===== src/rtl/reg_file_loader.sv =====
// reg_file_loader: turns a valid/ready byte-stream of packets into write strobes for the
// register file, and clears every register after reset or on request. Macro REG0_PROTECT_EN.
module reg_file_loader #(
  parameter int pw = 3
) (
  input  logic          clk,
  input  logic          rst_n,
  input  logic          clear_req,
  input  logic          in_valid,
  input  logic [7:0]    in_data,
  output logic          in_ready,
  output logic [pw:0]   wr_addr,
  output logic          wr_en,
  output logic [7:0]    wr_dat,
  output logic          busy,
  output logic          pkt_done,
  output logic          err_addr
);

  localparam int NREG = 2 ** pw;

  typedef logic [pw:0]   addr_t;
  typedef logic [pw-1:0] idx_t;

  localparam addr_t LAST_ADDR = addr_t'(NREG - 1);

  typedef enum logic [1:0] {
    S_CLEAR = 2'd0,
    S_IDLE  = 2'd1,
    S_DATA  = 2'd2
  } state_t;

  state_t     state_q, state_d;
  addr_t      cnt_q, cnt_d;
  addr_t      ptr_q, ptr_d;
  logic [3:0] rem_q, rem_d;
  logic       discard_q, discard_d;
  logic       err_q, err_d;
  logic       pend_q, pend_d;
  logic       wr_en_q, wr_en_d;
  addr_t      wr_addr_q, wr_addr_d;
  logic [7:0] wr_dat_q, wr_dat_d;
  logic       done_q, done_d;

  addr_t      hdr_addr;
  logic       data_wr_ok;

  // Header nibble is resized to the address bus; any value with the MSB set lies beyond NREG.
  assign hdr_addr = addr_t'(in_data[3:0]);

  always_comb begin
`ifdef REG0_PROTECT_EN
    data_wr_ok = !discard_q && (ptr_q != '0);
`else
    data_wr_ok = !discard_q;
`endif
  end

  // Handshake: a byte moves on a posedge where in_valid & in_ready. in_ready is a function
  // of state only (plus the clear request in IDLE); in_valid may drop on any cycle.
  always_comb begin
    state_d   = state_q;
    cnt_d     = cnt_q;
    ptr_d     = ptr_q;
    rem_d     = rem_q;
    discard_d = discard_q;
    err_d     = err_q;
    pend_d    = pend_q;
    wr_en_d   = 1'b0;
    wr_addr_d = wr_addr_q;
    wr_dat_d  = wr_dat_q;
    done_d    = 1'b0;
    in_ready  = 1'b0;

    case (state_q)
      S_CLEAR: begin
        // A request arriving mid-clear is already satisfied: nothing else writes meanwhile.
        wr_en_d   = 1'b1;
        wr_addr_d = cnt_q;
        wr_dat_d  = 8'h00;
        cnt_d     = cnt_q + addr_t'(1);
        if (cnt_q == LAST_ADDR) begin
          state_d = S_IDLE;
        end
      end

      S_IDLE: begin
        in_ready = !(clear_req || pend_q);
        if (clear_req || pend_q) begin
          state_d = S_CLEAR;
          cnt_d   = '0;
          err_d   = 1'b0;
          pend_d  = 1'b0;
        end else if (in_valid) begin
          state_d   = S_DATA;
          rem_d     = in_data[7:4];
          ptr_d     = hdr_addr;
          discard_d = hdr_addr[pw];
          if (hdr_addr[pw]) begin
            err_d = 1'b1;
          end
        end
      end

      S_DATA: begin
        in_ready = 1'b1;
        if (clear_req) begin
          pend_d = 1'b1;
        end
        if (in_valid) begin
          if (data_wr_ok) begin
            wr_en_d   = 1'b1;
            wr_addr_d = ptr_q;
            wr_dat_d  = in_data;
          end
          ptr_d = {1'b0, idx_t'(ptr_q[pw-1:0] + idx_t'(1))};
          rem_d = rem_q - 4'd1;
          if (rem_q == 4'd0) begin
            done_d  = 1'b1;
            state_d = S_IDLE;
          end
        end
      end

      default: begin
        state_d = S_CLEAR;
        cnt_d   = '0;
      end
    endcase
  end

  always_ff @(posedge clk) begin
    if (!rst_n) begin
      state_q   <= S_CLEAR;
      cnt_q     <= '0;
      ptr_q     <= '0;
      rem_q     <= 4'd0;
      discard_q <= 1'b0;
      err_q     <= 1'b0;
      pend_q    <= 1'b0;
      wr_en_q   <= 1'b0;
      wr_addr_q <= '0;
      wr_dat_q  <= 8'h00;
      done_q    <= 1'b0;
    end else begin
      state_q   <= state_d;
      cnt_q     <= cnt_d;
      ptr_q     <= ptr_d;
      rem_q     <= rem_d;
      discard_q <= discard_d;
      err_q     <= err_d;
      pend_q    <= pend_d;
      wr_en_q   <= wr_en_d;
      wr_addr_q <= wr_addr_d;
      wr_dat_q  <= wr_dat_d;
      done_q    <= done_d;
    end
  end

  assign wr_en    = wr_en_q;
  assign wr_addr  = wr_addr_q;
  assign wr_dat   = wr_dat_q;
  assign pkt_done = done_q;
  assign err_addr = err_q;
  assign busy     = (state_q != S_IDLE);

endmodule


===== config.mk =====
export PLATFORM = sky130hd
export DESIGN_NAME = reg_file_loader
export DESIGN_NICKNAME = d
export VERILOG_FILES = /design/src/rtl/reg_file_loader.sv
export SDC_FILE = /design/constraint.sdc
export NUM_CORES = 1
export LEC_CHECK = 0
export ABC_CLOCK_PERIOD_IN_PS = 5200
export CORE_MARGIN = 2
export CORE_UTILIZATION = 56
export CTS_BUF_LIST = sky130_fd_sc_hd__clkbuf_8 sky130_fd_sc_hd__clkbuf_16
export DETAILED_ROUTE_END_ITERATION = 12
export PLACE_DENSITY_LB_ADDON = 0.1
export SYNTH_ARGS = -nofsm -noshare
export SYNTH_HDL_FRONTEND = slang
export SYNTH_SLANG_ARGS = --single-unit

===== constraint.sdc =====
create_clock -name clk -period 5.2 [get_ports clk]
set_clock_uncertainty 0.1 [all_clocks]
set_input_delay 0.78 -clock clk [delete_from_list [all_inputs] [get_ports clk]]
set_output_delay 0.78 -clock clk [all_outputs]
set_load 0.005 [all_outputs]

==> flow_metrics.env <==
export IMPL_antenna_left=0
export IMPL_synth_seq_cells=31
export IMPL_p_leak_nw=0.8705
export IMPL_grt_max_degree=37
export IMPL_cts_sinks=31
export IMPL_avgViaCountPerCell=5.698
export IMPL_critPathSlowestCell="ha_1"
export IMPL_whs_path_depth=2
export IMPL_final_cells=242
export IMPL_async_flop_share=0
export IMPL_dr_pass1_iters=4
export IMPL_synth_edff_count=0
export IMPL_synth_top_family_by_area="simple AND/OR/NAND/NOR gates"
export IMPL_r2r_cells=6
export IMPL_initial_core_util=0.5944
export IMPL_start_kind="flop"
export IMPL_fin_area_mm2=0.001997
export IMPL_synth_compound_area_frac=0.1947
export IMPL_dpl_hpwl_um=2312
export IMPL_dp_slack_ns=2.033
export IMPL_hp_class="reg2reg"
export IMPL_setup_viol=0
export IMPL_cts_max_path_buffers=2
export IMPL_finalHoldViolCount=0
export IMPL_yosys_top_cells_area="dfxtp_1 (38%), mux2i_1 (9.2%), ha_1 (6.1%)"
export IMPL_synth_nets=206
export IMPL_grt_pass1_vias=1313
export IMPL_grt_use_met2=0.3636
export IMPL_die_w_um=58.10
export IMPL_max_freq_ghz=0.2930
export IMPL_placed_area_mm2=0.001909
export IMPL_setup_tns_ns=0
export IMPL_worst_setup_path_type="reg2out"
export IMPL_numPlacedInstances=235
export IMPL_synth_simple_area_share=0.2122
export IMPL_synth_top_cell_by_area="dfxtp_1"
export IMPL_die_h_um=58.10
export IMPL_path_clk_slew_ns=0.06
export IMPL_ys_warn_count=0
export IMPL_status="finished, final reports clean"
export IMPL_fin_crit_sh=0.6564
export IMPL_setup_ws_ns=1.787
export IMPL_nNetsFinal=231
export IMPL_critical_path_cell_count=5
export IMPL_track_usage=0.2311
export IMPL_synth_xor_area_share=0
export IMPL_powerDensity_mw_per_mm2=345.4
export IMPL_drt_initial_drc_count=33
export IMPL_vias=1379
export IMPL_grt_pass1_wl_um=5851
export IMPL_synth_fa_ha_area_frac=0.06107
export IMPL_worstPathRequired_ns=4.32
export IMPL_ff2ff_setup_slack_ns=2.55
export IMPL_rsz0062_at_grt="no"
export IMPL_seq_area_frac_synth=0.3786
export IMPL_area_delta_synth_final_pct=21.83
export IMPL_netlist_area_mm2=0.001639
export IMPL_clkLatencyLatePin_ns=0.28
export IMPL_antenna_found_initial=0
export IMPL_slew_headroom=0.2178
export IMPL_synth_top_area_share=0.3786
export IMPL_routed_wl_um=3391
export IMPL_rows=19
export IMPL_hold_buffers=0
export IMPL_antenna_cells=0
export IMPL_cts_buffers=5
export IMPL_synthMuxAreaShare=0.09160
export IMPL_cts_htree_levels=2
export IMPL_cts_tree="yes"
export IMPL_die_area_mm2=0.003376
export IMPL_ios=29
export IMPL_cp_cell_sequence="inv_1 > ha_1 > a21o_1 > and2_1 > clkdlybuf4s50_1"
export IMPL_cp_arrival_ns=2.53
export IMPL_critPathMaxFanout=32
export IMPL_hp_start="pend_q"
export IMPL_io_buffer_count=28
export IMPL_avgSynthCellArea_um2=8.812
export IMPL_timing_rr_end="ptr_q[0]"
export IMPL_ir_worst_vdd_mv=0.3068
export IMPL_place_gp_congestion=0.7732
export IMPL_synth_cells=186
export IMPL_root_buffer="clkbuf_8"
export IMPL_gr_usage_met1=0.2730
export IMPL_gr_total_overflow=0
export IMPL_grt_busiest_layer="met2"
export IMPL_layout_drive_gt1_share=0.05687
export IMPL_nFillCells=211
export IMPL_postCtsSetupRepairBufs=0
export IMPL_tightest_slew_ns=1.170
export IMPL_min_to="pend_q"
export IMPL_critPathTopFamily="adder cells"
export IMPL_ff_latch_area_um2=620.6
export IMPL_post_cts_resized=0
export IMPL_drc=0
export IMPL_finalMaxSlewViolations=0
export IMPL_r2r_start="state_q[0]"
export IMPL_cap_viol_max_count=0
export IMPL_ys_flop_type="dfxtp_1"
export IMPL_path_buf_inv=2
export IMPL_wire_per_inst_um=14.01
export IMPL_cp_slowest_stage_delay_ns=0.91
export IMPL_grtUsageMet3=0.07366
export IMPL_multiInputGateArea_um2=917.1
export IMPL_fp_coreArea_mm2=0.002758
export IMPL_cp_end_kind="primary output"
export IMPL_fin_crit_ns=3.413
export IMPL_synth_cell_types=36
## cell usage in the layout, fill, tap and decap left out, types with 3 or more instances in the layout
cell             instances
nand2_1                 17
o21ai_0                 13
o211a_1                  5
ha_1                     8
a21oi_1                  9
dfxtp_1                 31
and3_1                   3
nor2_1                   4
nand3_1                  7
nand3b_1                 4
clkbuf_8                 6
mux2i_1                 15
a21boi_0                 3
o21a_1                   3
inv_1                   14
and2_1                   7
nand2b_1                 5
nor2b_1                 11
clkdlybuf4s50_1         28
## report_power, final
part	internal, mW	leakage, nW	total (mW)	switching, mW
clock network	0.104	0.0470	0.191	0.0874
logic	0.101	0.572	0.204	0.103
registers	0.269	0.251	0.294	0.0253
total	0.474	0.871	0.690	0.216
## metrics by stage
step / utilization / power, mW / hold slack, ns
finish: 0.7241 / 0.6897 / 0.3807
global route: 0.7241 / 0.7336 / 0.3987
CTS: 0.7241 / 0.6974 / 0.3837
detailed placement: 0.6924 / 0.5038 / 0.3748
global placement: 0.6924 / 0.4949 / 0.3522
floorplan: - / 0.4354 / 0.3327
## Yosys cell counts, types with 2 or more instances
cell and number:
o21a_1 3, buf_2 3, nor2b_1 11, mux2i_1 15, clkbuf_1 6, inv_1 14, and2_1 7, dfxtp_1 31
o21ai_0 13, a21boi_0 3, nand2b_1 5, o22ai_1 2, ha_1 8, nand3b_1 4, nand3_1 7, and3_1 3
a21oi_1 9, nand2_1 17, nor2_1 4, o211a_1 5
## cells by family after synthesis
| group | Yosys count |
|---|---|
| AOI/OAI and AO/OA | 46 |
| adders and majority gates | 8 |
| buffers and inverters | 24 |
| DFF | 31 |
| muxes | 15 |
| and+or+nand+nor | 62 |
## registers in the layout, summed over array words and instances (netlist names), 2 cells and up
name	flops
ptr_q	4
cnt_q	4
wr_dat	8
wr_addr	4
rem_q	4
state_q	2
## tightest hold or removal path: stages (launching register included)
cell and delay [ns]:
dfxtp_1 0.33, inv_1 0.05, a21oi_1 0.05
## area by class of cell
| cell class | count | share of cell area |
|---|---|---|
| multi-input combinational | 131 | 0.4593 |
| sequential | 31 | 0.3108 |
| timing repair buffer | 28 | 0.1404 |
| clock buffer | 6 | 0.04135 |
| inverter | 14 | 0.02632 |
| tap | 31 | 0.01942 |
| clock inverter | 1 | 0.002506 |
## worst max path at each step
stage,start,to,slack (ns)
floorplan,clear_req,in_ready,3.08
global placement,clear_req,in_ready,2.08
detailed placement,clear_req,in_ready,2.03
CTS,state_q[0],in_ready,1.76
global route,state_q[0],in_ready,1.60
finish,state_q[0],in_ready,1.79
## per-layer routing
metal	part of all wire	wire [µm]
met5	0	0
met4	0.025	86
met3	0.044	150
met2	0.47	1597
met1	0.46	1556
No activity file was read; power rests on OpenSTA's default activity.
==> RTL change 1, RTL diff (same flow settings) <==
Set the parameter `pw` to 4 (it was 3).
--- a/src/rtl/reg_file_loader.sv
+++ b/src/rtl/reg_file_loader.sv
@@ -3,3 +3,3 @@
 module reg_file_loader #(
-  parameter int pw = 3
+  parameter int pw = 4
 ) (
Interface: changed (resized wr_addr); port bits go from 29 to 30. The function was not compared with the original's and may differ.
==> RTL change 1 against the unedited design <==
- the run now ends with design-rule violations left
- worst setup slack improved by 0.15 ns
- total power down 18%
- register-to-register slack improved by 0.62 ns
- sequential cell count stayed put
- design area fell by 0.19%
- via count increased by 2.1%
- highest routed layer unchanged
- area after synthesis rose by 2.1%
- critical endpoint unchanged
- critical path type is now in -> out
- routed wire length rose by 4.7%
==> RTL change 1: results (changes against the unedited design) <==
qor: placement.gpl.final_weighted_congestion 0.7538 [-2.5%]
qor: synthesis.synth_compound_area_share 19.52% [+0.056 points]
qor: worst_setup_path.timing.reg2reg.setup_slack 3.17 ns [+0.62 ns]
qor: route.route.final.wire_length 3552 um [+4.7%]
qor: global_routing.via_count_of_the_first_global_routing_pass 1362 [+3.7%]
qor: route.drtIter0Drc 46 [+39%]
qor: synthesis.dominantRegCellSynth sky130_fd_sc_hd__dfxtp_1
qor: finish.drive_above_1_share 11.85% [+6.2 points]
qor: synthesis.post_synth_mux_area_share 7.479% [-1.7 points]
qor: placement.placed_area 1912 um^2 [+0.13%]
qor: global_routing.global_route_wire_length_before_repair 5865 um [+0.24%]
qor: finish.area_delta_synth_final 19.15%
qor: worst_hold_path.hold-path-endpoint cnt_q[4]
qor: synthesis.netlist_top_cells_area sky130_fd_sc_hd__dfxtp_1, sky130_fd_sc_hd__ha_1, sky130_fd_sc_hd__nor2_1
qor: outcome.failing_checks design-rule violations
qor: synthesis.synth.net_count 208 [+0.97%]
qor: global_routing.grt_max_degree 33 [-11%]
qor: route.number_of_search_and_repair_iterations_in_the_first_detailed_routing_pass 8 [+4]
qor: synthesis.synthesized_instance_count 188 [+1.1%]
qor: placement.worst_setup_slack_post_dpl 1.943 ns [-0.09003 ns]
qor: synthesis.adder_and_majority_cell_fraction_of_the_synthesized_area 5.984% [-0.12 points]
qor: route.routed_via_density 5.818 [+2.1%]
qor: finish.n_fill_cell 244 [+16%]
qor: route.avgRoutedWirePerCell 14.68 um [+4.7%]
qor: worst_setup_path.r2r-end wr_addr[2]
qor: sta.hold_slack 0.3851 ns [+0.004368 ns]
qor: worst_setup_path.critPathMaxFanout 6 [-81%]
qor: synthesis.synthDistinctLibCells 46 [+28%]
qor: route.drt_drc_violations_left 3 [+3]
qor: placement.placedCellCount 234 [-0.43%]
qor: synthesis.synth-seq-area-share 37.10% [-0.76 points]
qor: sta.worst_max_slew_margin_expressed_relative_to_the_limit 33.99% [+12 points]
qor: worst_setup_path.critPathArrivalTime 2.38 ns [-0.15 ns]
qor: worst_hold_path.hold_path.startpoint cnt_q[4]
qor: placement.dpl.hpwl 2464 um [+6.6%]
qor: outcome.outcome finished with violations
qor: global_routing.grtUsageTotal 22.39% [-0.72 points]
qor: power.cellLeakagePower 0.7355 nW [-16%]
qor: clocking.cts-root-to-sink-buffers 2 [unchanged]
qor: synthesis.post_synth_xor_area_fraction 0% [unchanged]
qor: synthesis.post_synth_most_frequent_cells sky130_fd_sc_hd__dfxtp_1, sky130_fd_sc_hd__nor2_1, sky130_fd_sc_hd__a21oi_1, sky130_fd_sc_hd__nand2_1, sky130_fd_sc_hd__inv_1
qor: clocking.worstSkewPairLatency 0.28 ns [about the same]
qor: synthesis.synthArstFlopShare 0% [unchanged]
qor: power.vdd.ir_drop.worst 144.2 uV [-53%]
[RTL change 1: cell type report]
cell class | instances | area share [%]
flip-flops and latches | 31 | 31.14
clock buffers | 5 | 3.453
repair buffers | 29 | 14.44
well taps | 31 | 1.946
inverters | 9 | 1.695
multi-input cells | 134 | 46.70
clock inverters | 3 | 0.6277
[RTL change 1: critical path, cell delays in order]
cell	delay, ns
sky130_fd_sc_hd__clkdlybuf4s50_1	0.47
sky130_fd_sc_hd__nor3b_4	0.28
sky130_fd_sc_hd__or2_2	0.22
sky130_fd_sc_hd__and2_1	0.14
sky130_fd_sc_hd__clkdlybuf4s50_1	0.49
[RTL change 1: cell families after synthesis]
family,after synthesis
other cells,1
mux,12
flops,31
compound gates,43
fa+ha+maj,8
buf+inv,23
simple gates,70
[RTL change 1: report_power, final]
part	total (mW)	switching, mW	internal (mW)
logic	0.120	0.0623	0.0578
registers	0.269	0.0138	0.255
clock network	0.177	0.0870	0.0898
total	0.566	0.163	0.402
[RTL change 1: worst max-delay path by stage]
stage | from | to | slack, ns | cells past startpoint
finish | clear_req | in_ready | 1.94 | 5
global route | clear_req | in_ready | 1.88 | 5
CTS | clear_req | in_ready | 1.94 | 5
detailed placement | clear_req | in_ready | 1.94 | 5
global placement | clear_req | in_ready | 1.96 | 5
floorplan | clear_req | in_ready | 2.85 | 4
[RTL change 1: layer usage]
layer | track usage [%] | vias up | wire length, um | part of all wire, %
met4 | 6.169 | 0 | 16 | 0.45
met2 | 37.40 | 44 | 1688 | 48
li1 | - | 705 | - | -
met5 | 0 | - | 0 | 0
met3 | 6.154 | 4 | 241 | 6.8
met1 | 28.51 | 655 | 1605 | 45
==> RTL change 2, RTL diff (same flow settings) <==
Made on the original files. Encoding of `state_t`: now one-hot (3 bits for 3 states).
--- a/src/rtl/reg_file_loader.sv
+++ b/src/rtl/reg_file_loader.sv
@@ -26,6 +26,6 @@
 
-  typedef enum logic [1:0] {
-    S_CLEAR = 2'd0,
-    S_IDLE  = 2'd1,
-    S_DATA  = 2'd2
+  typedef enum logic [2:0] {
+    S_CLEAR = 3'b001,
+    S_IDLE  = 3'b010,
+    S_DATA  = 3'b100
   } state_t;
Behaviour: same outputs for any inputs over 10 cycles, from zero or initial values and one cycle with rst_n low; not proved beyond that.
==> RTL change 2 against the unedited design <==
- design area fell by 8.8%
- global-route usage fell by 0.20 points
- routed wire length fell by 0.80%
- via count fell by 7.3%
- sequential cell count rose by 1
- total power barely moved
- worst setup slack improved by 0.25 ns
- count of clock-buffer cells in the layout fell by 1
- area after synthesis fell by 9.9%
- first-iteration DRC count rose by 9.1%
- critical path depth did not move
- non-clock buffer count did not move
==> RTL change 2: results (changes against the unedited design) <==
qor: route.wl_met1 1433 um [-7.9%]
qor: worst_setup_path.cpLargestDelayFamily buffers and inverters
qor: outcome.outcome complete, no violations
qor: global_routing.gr-usage-met2 39.29% [+2.9 points]
qor: synthesis.synthDistinctLibCells 42 [+17%]
qor: global_routing.use_met1 24.85% [-2.4 points]
qor: synthesis.synth.net_count 181 [-12%]
qor: route.routed-wl-met3 153 um [+2.0%]
qor: worst_hold_path.min_delay_path_depth 1 [-1]
qor: power.vdd.ir_drop.worst 337.0 uV [+9.9%]
qor: synthesis.netlist_top_cells_area sky130_fd_sc_hd__dfxtp_1, sky130_fd_sc_hd__nand2_1, sky130_fd_sc_hd__a22o_1
qor: global_routing.via_count_of_the_first_global_routing_pass 1232 [-6.2%]
qor: worst_hold_path.hold_path.startpoint wr_dat[4]
qor: route.drtIter0Drc 36 [+9.1%]
qor: global_routing.global_route_wire_length_before_repair 5547 um [-5.2%]
qor: synthesis.post_synth_most_frequent_cells sky130_fd_sc_hd__dfxtp_1, sky130_fd_sc_hd__nand2_1, sky130_fd_sc_hd__nor2_1, sky130_fd_sc_hd__a22o_1, sky130_fd_sc_hd__nand3_1
qor: worst_setup_path.worst_r2r_path_depth 3 [-3]
qor: worst_hold_path.hold-path-endpoint wr_dat[4]
qor: sta.tightestPinTransition 0.9378 ns [-0.2318 ns]
qor: global_routing.grtUsageTotal 22.91% [-0.20 points]
qor: global_routing.grt_use_met3 6.792% [-0.57 points]
qor: placement.dpl.hpwl 2383 um [+3.1%]
qor: worst_setup_path.r2r-end wr_dat[0]
qor: worst_setup_path.cpMaxStageDelayCell sky130_fd_sc_hd__clkdlybuf4s50_1
qor: power.cellLeakagePower 0.7028 nW [-19%]
qor: placement.worst_setup_slack_post_dpl 2.043 ns [+0.009320 ns]
RTL change 2: cell types whose count changed after synthesis, moves of 6 or more:
| cell | change |
|---|---|
| sky130_fd_sc_hd__nand2_1 | +12 |
| sky130_fd_sc_hd__nor2b_1 | -7 |
| sky130_fd_sc_hd__inv_1 | -9 |
| sky130_fd_sc_hd__mux2i_1 | -14 |
| sky130_fd_sc_hd__and2_1 | -6 |
| sky130_fd_sc_hd__o21ai_0 | -8 |
| sky130_fd_sc_hd__a22o_1 | +8 |
| sky130_fd_sc_hd__nor2_1 | +8 |
RTL change 2: final cells by class:
cell class | instances | area [um^2]
multi-input combinational | 118 | 762.0
fill | 204 | 656.9
sequential | 32 | 640.6
timing repair buffer | 28 | 280.3
clock buffer | 5 | 68.82
tap | 30 | 37.54
inverter | 6 | 22.52
clock inverter | 2 | 8.758
RTL change 2: logic make-up (layout without fill, tap and decap cells):
| kind of cell | count (synthesis) | in the layout | synth area share [%] |
|---|---|---|---|
| AND/OR/NAND/NOR | 68 | 68 | 24.24 |
| buffers and inverters | 16 | 41 | 4.999 |
| adder cells (fa/ha/maj) | 3 | 3 | 2.543 |
| flip-flops | 32 | 32 | 43.39 |
| multiplexers | 1 | 1 | 0.6780 |
| XOR/XNOR | 4 | 4 | 2.373 |
| AO/OA/AOI/OAI | 42 | 42 | 21.78 |
RTL change 2: report_power, final:
group / switching (mW) / total (mW) / internal (mW)
clock network: 0.0870 / 0.176 / 0.0888
logic: 0.0954 / 0.197 / 0.102
registers: 0.0368 / 0.316 / 0.280
RTL change 2: worst max-delay path by stage:
| stage | cells after the start | start | end | slack [ns] |
|---|---|---|---|---|
| after detailed placement | 5 | clear_req | in_ready | 2.04 |
| after global placement | 5 | clear_req | in_ready | 2.06 |
| after floorplan | 3 | clear_req | in_ready | 3.09 |
| after CTS | 5 | clear_req | in_ready | 2.04 |
| final | 5 | clear_req | in_ready | 2.03 |
| after global routing | 5 | clear_req | in_ready | 1.98 |
RTL change 2: per-stage QoR:
step / instance area [um^2] / util [%] / power [mW] / hold slack [ns] / instances
CTS: 1821 / 73.48 / 0.6907 / 0.3811 / 221
global placement: 1743 / 70.35 / 0.5056 / 0.3541 / 214
detailed placement: 1743 / 70.35 / 0.5175 / 0.3682 / 214
global route: 1821 / 73.48 / 0.7253 / 0.3941 / 221
finish: 1821 / 73.48 / 0.6893 / 0.3776 / 221
floorplan: 1476 / - / 0.4419 / 0.3389 / 166
